`config.mk`:
```
export PLATFORM = sky130hd
export DESIGN_NAME = match_event_monitor
export DESIGN_NICKNAME = d
export VERILOG_FILES = /design/src/rtl/match_pkg.sv /design/src/rtl/rise_detect.sv /design/src/rtl/match_event_monitor.sv
export SDC_FILE = /design/constraint.sdc
export NUM_CORES = 1
export LEC_CHECK = 0
export ABC_CLOCK_PERIOD_IN_PS = 1700
export BUFFER_PORTS_ARGS = -buffer_cell sky130_fd_sc_hd__buf_2
export CORE_UTILIZATION = 40
export CTS_BUF_LIST = sky130_fd_sc_hd__clkbuf_8 sky130_fd_sc_hd__clkbuf_16
export DETAILED_ROUTE_END_ITERATION = 10
export GPL_ROUTABILITY_DRIVEN = 0
export PLACE_DENSITY = 0.58
export SLEW_MARGIN = 20
export SYNTH_ARGS = -nofsm -noshare
export SYNTH_HDL_FRONTEND = slang
export SYNTH_SLANG_ARGS = --single-unit
```
`constraint.sdc`:
```
create_clock -name Clock -period 1.7 [get_ports Clock]
set_input_delay 0.085 -clock Clock [delete_from_list [all_inputs] [get_ports Clock]]
set_output_delay 0.085 -clock Clock [all_outputs]
set_load 0.1 [all_outputs]
```
`src/rtl/match_pkg.sv`:
```
// Shared state type and default sizing for the match event monitor.
package match_pkg;

    typedef enum logic [1:0] {
        IDLE  = 2'b00,
        RUN   = 2'b01,
        ALARM = 2'b10
    } mon_state_t;

    localparam int unsigned MON_CNT_W   = 8;
    localparam int unsigned MON_WIN_LEN = 16;
    localparam int unsigned MON_THRESH  = 3;

endpackage

```
`src/rtl/rise_detect.sv`:
```
// Registers a level input and flags its rising edge combinationally.
module rise_detect (
    input  logic Clock,
    input  logic Reset,
    input  logic d,
    output logic rise
);

    logic z_q;

    always_ff @(posedge Clock) begin
        if (Reset) begin
            z_q <= 1'b0;
        end else begin
            z_q <= d;
        end
    end

    assign rise = d & ~z_q;

endmodule

```
`src/rtl/match_event_monitor.sv`:
```
// Counts rising edges of the match flag and raises a latched alarm on THRESH events in a window.
// Optional MATCH_ALARM_AUTOCLEAR_EN: ALARM also self-clears after WIN_LEN cycles without Ack.
module match_event_monitor
    import match_pkg::*;
#(
    parameter int unsigned CNT_W   = MON_CNT_W,
    parameter int unsigned WIN_LEN = MON_WIN_LEN,
    parameter int unsigned THRESH  = MON_THRESH
) (
    input  logic             Clock,
    input  logic             Reset,
    input  logic             z,
    input  logic             En,
    input  logic             Ack,
    output logic [CNT_W-1:0] Count,
    output logic             Alarm,
    output logic             Busy
);

    localparam int unsigned WIN_W  = $clog2(WIN_LEN);
    localparam int unsigned HITS_W = $clog2(THRESH + 1);

    localparam logic [CNT_W-1:0]  CNT_MAX   = '1;
    // Opening event is cycle 0, so the counter covers cycles 1..WIN_LEN-1 and hits 0 on the last.
    localparam logic [WIN_W-1:0]  WIN_OPEN  = WIN_W'(WIN_LEN - 2);
    localparam logic [HITS_W-1:0] HITS_TRIP = HITS_W'(THRESH - 1);
`ifdef MATCH_ALARM_AUTOCLEAR_EN
    localparam logic [WIN_W-1:0]  WIN_ALARM = WIN_W'(WIN_LEN - 1);
`endif

    logic              rise;
    mon_state_t        state;
    logic [WIN_W-1:0]  win;
    logic [HITS_W-1:0] hits;

    rise_detect u_rise_detect (
        .Clock (Clock),
        .Reset (Reset),
        .d     (z),
        .rise  (rise)
    );

    always_ff @(posedge Clock) begin
        if (Reset) begin
            Count <= '0;
        end else if (rise && (Count != CNT_MAX)) begin
            Count <= Count + 1'b1;
        end
    end

    always_ff @(posedge Clock) begin
        if (Reset) begin
            state <= IDLE;
            win   <= '0;
            hits  <= '0;
            Alarm <= 1'b0;
            Busy  <= 1'b0;
        end else begin
            case (state)
                IDLE: begin
                    if (rise && En) begin
                        hits <= HITS_W'(1);
                        win  <= WIN_OPEN;
                        if (THRESH == 1) begin
                            state <= ALARM;
                            Alarm <= 1'b1;
                            Busy  <= 1'b0;
`ifdef MATCH_ALARM_AUTOCLEAR_EN
                            win   <= WIN_ALARM;
`endif
                        end else begin
                            state <= RUN;
                            Alarm <= 1'b0;
                            Busy  <= 1'b1;
                        end
                    end
                end
                RUN: begin
                    if (!En) begin
                        state <= IDLE;
                        hits  <= '0;
                        Busy  <= 1'b0;
                    end else if (rise && (hits == HITS_TRIP)) begin
                        // Threshold wins over expiry on the window's last cycle.
                        state <= ALARM;
                        Alarm <= 1'b1;
                        Busy  <= 1'b0;
`ifdef MATCH_ALARM_AUTOCLEAR_EN
                        win   <= WIN_ALARM;
`endif
                    end else if (win == '0) begin
                        state <= IDLE;
                        hits  <= '0;
                        Busy  <= 1'b0;
                    end else begin
                        win  <= win - 1'b1;
                        hits <= hits + HITS_W'(rise);
                    end
                end
                ALARM: begin
                    if (Ack) begin
                        state <= IDLE;
                        hits  <= '0;
                        Alarm <= 1'b0;
                    end
`ifdef MATCH_ALARM_AUTOCLEAR_EN
                    else if (win == '0) begin
                        state <= IDLE;
                        hits  <= '0;
                        Alarm <= 1'b0;
                    end else begin
                        win <= win - 1'b1;
                    end
`endif
                end
                default: begin
                    state <= IDLE;
                    hits  <= '0;
                    Alarm <= 1'b0;
                    Busy  <= 1'b0;
                end
            endcase
        end
    end

endmodule

```
=== After elaboration in Yosys (flattened, before gate mapping) ===
Cells that the tools add are included.

* Bits in registers: 19
* Bits of input ports: 5
* Output and inout bits: 10

* Add/subtract/negate cells: 3
* Eq/ne operators: 12
* Multiplexer cells: 25
* Bitwise gates (word level): 3
* Reductions and logical operators: 11

{| class="wikitable"
|+ Operators by type and width
! operator !! number
|-
| 2-bit two-way mux || 8
|-
| 4-bit two-way mux || 4
|-
| 2-bit != test (second input constant) || 6
|-
| 2-bit one-hot mux with 3 select lines || 2
|-
| 3-bit AND reduction || 3
|-
| 8-bit by 1-bit adder with 8-bit output (second input constant) || 1
|-
| 1-bit two-way mux || 8
|-
| 8-bit != test (second input constant) || 1
|-
| 4-bit one-hot mux with 2 select lines || 1
|-
| 1-bit one-hot mux with 3 select lines || 2
|-
| 5-bit AND reduction || 1
|-
| 2-bit equality test (second input constant) || 2
|-
| 4-bit logical NOT || 1
|-
| 4-bit != test (second input constant) || 1
|-
| 4-bit AND reduction || 1
|-
| 4-bit by 1-bit subtractor with 4-bit output (second input constant) || 1
|-
| 1-bit logical AND || 3
|-
| 3-bit != test (second input constant) || 1
|-
| 2-bit by 1-bit adder with 2-bit output || 1
|-
| 2-bit by 1-bit equality test with 1-bit output (second input constant) || 1
|-
| 2-bit logical NOT || 1
|-
| 1-bit inverter || 2
|-
| 2-bit nonzero test || 1
|-
| 1-bit AND || 1
|}

=== Depth between registers and ports, before layout ===
* Depth after elaboration: 7
* Depth in mapped cells: 6
* Depth with buffers taken out: 6

=== Hierarchy ===
Synthesis repeated with hierarchy kept, for this count alone.

* Cell total of the unflattened synthesis: 112
* Area, all modules: 1019.7 sq um

{| class="wikitable"
|+ By module, submodules not included
! module !! instances !! cells an instance !! area an instance (sq um) !! sequential area each (sq um)
|-
| match_event_monitor || 1 || 109 || 972.2 || 360.3
|-
| rise_detect || 1 || 3 || 47.5 || 20.0
|}

=== Worst setup path before layout ===
OpenSTA, ideal clock, no wires.

* Path kind: register -> register
* From: register Count[0]
* To: register Count[4]
* Setup time: 0.129 ns
* Arrival time: 2.003 ns
* Slack: -0.432 ns
* Stages on the path, launching flop included: 6
* Buffers on the path: 0
* Path through: dfxtp_1 > ha_1 > nand2_1 > or3_1 > mux2i_1 > nor2_1

* Word-level cells in the longest chain between the ends: 2
* Elaborated cells between the ends (all ways): 3
* Those cells by class: add/sub (1); eq/ne (1); reduce/logical (1)

{| class="wikitable"
|+ Ends and longest elaborated chain
! element !! RTL line !! RTL
|-
| start: declaration || match_event_monitor.sv:15 || <nowiki>output logic [CNT_W-1:0] Count,</nowiki>
|-
| start signal: assignment || match_event_monitor.sv:47 || <nowiki>Count <= Count + 1'b1;</nowiki>
|-
| parallel branches: the longest is 2 deep, another holds 8-bit by 1-bit adder with 8-bit output || n/a ||
|}

Several ways; the timed one is not identified.
A chain may end at the register's enable or synchronous reset.

=== Final worst setup path ===
* From: register win[0]
* To: register Busy

* Word-level cells in the longest chain between the ends: 3

{| class="wikitable"
|+ Ends and longest elaborated chain
! element !! RTL line !! RTL
|-
| start: declaration || match_event_monitor.sv:33 || <nowiki>logic [WIN_W-1:0] win;</nowiki>
|-
| start signal: assignment || match_event_monitor.sv:96 || <nowiki>win <= win - 1'b1;</nowiki>
|-
| 4-bit logical NOT || match_event_monitor.sv:91 || <nowiki>end else if (win == '0) begin</nowiki>
|-
| 4-bit != test (no line) || n/a ||
|-
| 3-bit AND reduction (no line) || n/a ||
|-
| end signal: assignment || match_event_monitor.sv:82 || <nowiki>Busy <= 1'b0;</nowiki>
|-
| end signal: assignment || match_event_monitor.sv:87 || <nowiki>Busy <= 1'b0;</nowiki>
|-
| end signal: assignment || match_event_monitor.sv:94 || <nowiki>Busy <= 1'b0;</nowiki>
|-
| end: declaration || match_event_monitor.sv:17 || <nowiki>output logic Busy</nowiki>
|}

No other way between the ends.

==> flow_metrics.py <==
metrics = {
    "power_and_ir_drop": {
        "p_leak_nw": 0.463,
        "p_per_area_mw_per_mm2": 845,
        "swShare_pct": 28.7,
        "p_sw_uw": 272,
        "clockPowerShare_pct": 32.3,
        "power.combinational.fraction_pct": 16.8,
        "p_seq_share_pct": 50.9,
        "internal_power_uw": 679,
        "vdd_drop_max_uv": 469,
        "power.total_uw": 951,
    },
    "floorplanning": {
        "die_w_um": 51.0,
        "fp.dieH_um": 51.0,
        "initial_utilization_pct": 43.1,
        "coreArea_mm2": 0.00223,
        "ios": 15,
        "die-area_mm2": 0.00261,
        "rows": 17,
    },
    "clocking": {
        "clk_latency_ps": 260,
        "htreeDepth": 1,
        "clk_pin_slew_ps": 70,
        "numCtsBuffers": 3,
        "cts-root-buf": "clkbuf_8",
        "clock-sinks": 19,
        "max-clock-path-buffers": 2,
        "cts_tree": "built",
    },
    "timing": {
        "fin_crit_sh_pct": 92.3,
        "fmax_mhz": 637,
        "clock_skew_ps": 7.73,
        "drv_slew": 0,
        "max-slew-margin-rel_pct": 67.7,
        "setup_viol_count_final": 0,
        "worst_pin_slew_ps": 488,
        "hold_viol_final": 0,
        "post-route-min-period_ps": 1570,
        "rsz0062_at_grt": "false",
        "finalSetupTns_ps": 0,
    },
    "worst_setup_path": {
        "arrival_ps": 1710,
        "cp.required_ps": 1840,
        "cp-end-kind": "flip-flop",
        "crit_family": "simple AND/OR/NAND/NOR gates",
        "rrSetupSlack_ps": 130,
        "start_kind": "flip-flop",
        "slowest_delay_ps": 390,
        "path_cells": "inv_1, ha_1, nor3b_2, or3_4, a21oi_1, a211oi_2",
        "worstSetupPathType": "reg2reg",
        "path_max_fanout": 4,
        "cp_slowest_cell": "or3_4",
        "crit_buf_inv": 1,
    },
    "drt": {
        "detailroute.via_count": 804,
        "routed_wl_mm": 1.90,
        "wire_per_inst_um": 13.1,
        "drc": 0,
        "drt_iter0_markers": 18,
        "first_pass_iters": 4,
        "vias_per_cell": 5.54,
        "antenna_left": 0,
    },
    "global_route": {
        "top_usage_layer": "met2",
        "grt_max_degree": 17,
        "grt_pass1_vias": 747,
        "grtUsageTotal_pct": 17.7,
        "grt_use_met3_pct": 6.25,
        "grt_util_met1_pct": 20.7,
        "antenna_found_initial": 0,
        "globalRouteOverflowTotal": 0,
        "grt_pass1_wl_mm": 3.32,
        "use_met2_pct": 26.8,
    },
    "logic_synthesis": {
        "synth_cell_type_count": 41,
        "synth_area_per_cell_um2": 9.62,
        "yosysSeqAreaShare_pct": 39.5,
        "synth_area_um2": 962,
        "netlist_instances": 100,
        "synth_fp_nets": 107,
        "ys_seq_elements": 19,
        "ys_warn_count": 0,
    },
    "outcome": {
        "outcome": "complete, no violations",
    },
    "final_layout": {
        "final_nets": 125,
        "diodes": 0,
        "fin_cells": 145,
        "drive_above_1_share_pct": 29.9,
        "area_growth_pct": 17.0,
    },
    "placed_design": {
        "dp.cells": 140,
        "portBuffers": 14,
        "dp_hpwl_mm": 1.34,
    },
    "run": {
        "drv_cap": 0,
    },
    "min_path": {
        "min_path_type": "in2reg",
    },
}
final timing paths:
kind,startpoint,to,depth (start not counted)
hold / removal,z,u_rise_detect.z_q,2
setup reg to reg,win[0],Busy,6
hold reg to reg,win[0],win[0],1
setup / recovery,win[0],Busy,6
worst register-to-register path: cells and delay by family (launching register included):
family | cells | cell delay [ps]
compound gates | 2 | 230
fa+ha+maj | 1 | 220
flops | 1 | 370
simple gates | 2 | 580
buf+inv | 1 | 60
through the flow:
stage / util, % / setup WS (ps) / hold WS, ps / cell area [um2]
global route: 50.4 / 25.7 / 109 / 1130
finish: 50.4 / 130 / 91.8 / 1130
floorplan: - / 16.3 / 157 / 977
CTS: 50.1 / 131 / 88.2 / 1120
global placement: 48.1 / 187 / 349 / 1070
detailed placement: 48.1 / 143 / 358 / 1070
layer usage:
layer	up-vias	share of wire, %
met5	-	0
met1	367	47
met3	5	4.8
li1	413	-
met4	0	2.4
met2	19	46
sequential cells by signal, indices dropped and copies added, names as in the netlist:
register	flops
Count	8
Busy	1
state	2
hits	2
Alarm	1
u_rise_detect.z_q	1
win	4
what timing repair did:
action	in CTS	in global routing
gates resized for setup	0	0
hold buffers	0	0
endpoints found under the setup margin	0	1
buffers inserted	0	1
power by group through the flow:
stage                     combinational [mW]  clock (mW)  sequential, mW
after detailed placement               0.159           0           0.493
after floorplan                       0.0844           0           0.536
after global routing                   0.173       0.346           0.487
final                                  0.160       0.307           0.484
after global placement                 0.158           0           0.493
after CTS                              0.160       0.325           0.484
cells by family after synthesis:
kind of cell / synth area share, %
xor gates and xnor gates: 0.910
adders and majority gates: 2.60
DFF: 39.5
buffers and inverters: 2.86
AOI/OAI and AO/OA: 24.2
and+or+nand+nor: 26.8
muxes: 3.12
layout by cell type (no fill, tap or decap), types with 2 or more instances in the layout:
cell type / n
a211o_1: 2
a211oi_1: 4
a21oi_1: 3
a311oi_1: 3
a31oi_1: 3
and3_1: 3
buf_2: 14
clkbuf_8: 3
dfxtp_1: 11
dfxtp_2: 6
dfxtp_4: 2
ha_1: 2
inv_1: 6
mux2i_1: 3
nand2_1: 3
nand2b_1: 2
nand3_1: 4
nor2_1: 5
nor2b_1: 2
nor3_1: 7
nor3b_1: 3
o21ai_0: 4
synthesized netlist by cell type (all sizes together):
cell type,instances,area (um2)
o21ai,4,20.0
o211ai,1,7.51
xor2,1,8.76
a21bo,1,10.0
nand3,4,20.0
a21oi,3,15.0
inv,5,18.8
a31oi,3,18.8
clkbuf,1,3.75
ha,2,25.0
nor3,9,61.3
mux2i,3,30.0
a21boi,1,7.51
a221o,1,10.0
nor2,5,18.8
and2b,1,7.51
and2,1,6.26
o31ai,1,21.3
a211oi,5,42.5
a211o,2,17.5
nand2b,2,12.5
a21o,2,16.3
nor3b,4,35.0
a311oi,3,26.3
and3,3,18.8
o211a,1,10.0
nand3b,1,7.51
buf,1,5.00
and4bb,2,28.8
o311a,1,10.0
nor2b,2,12.5
dfxtp,19,380
or3,2,17.5
nand2,3,11.3
area by class of cell:
cell class,count,area (um2)
Clock buffer,3,41.3
Clock inverter,1,3.75
Fill cell,229,1110
Inverter,5,18.8
Multi-Input combinational cell,74,554
Sequential cell,19,395
Tap cell,28,35.0
Timing Repair Buffer,15,77.6
Note: power is estimated with default switching activity, not from simulation.
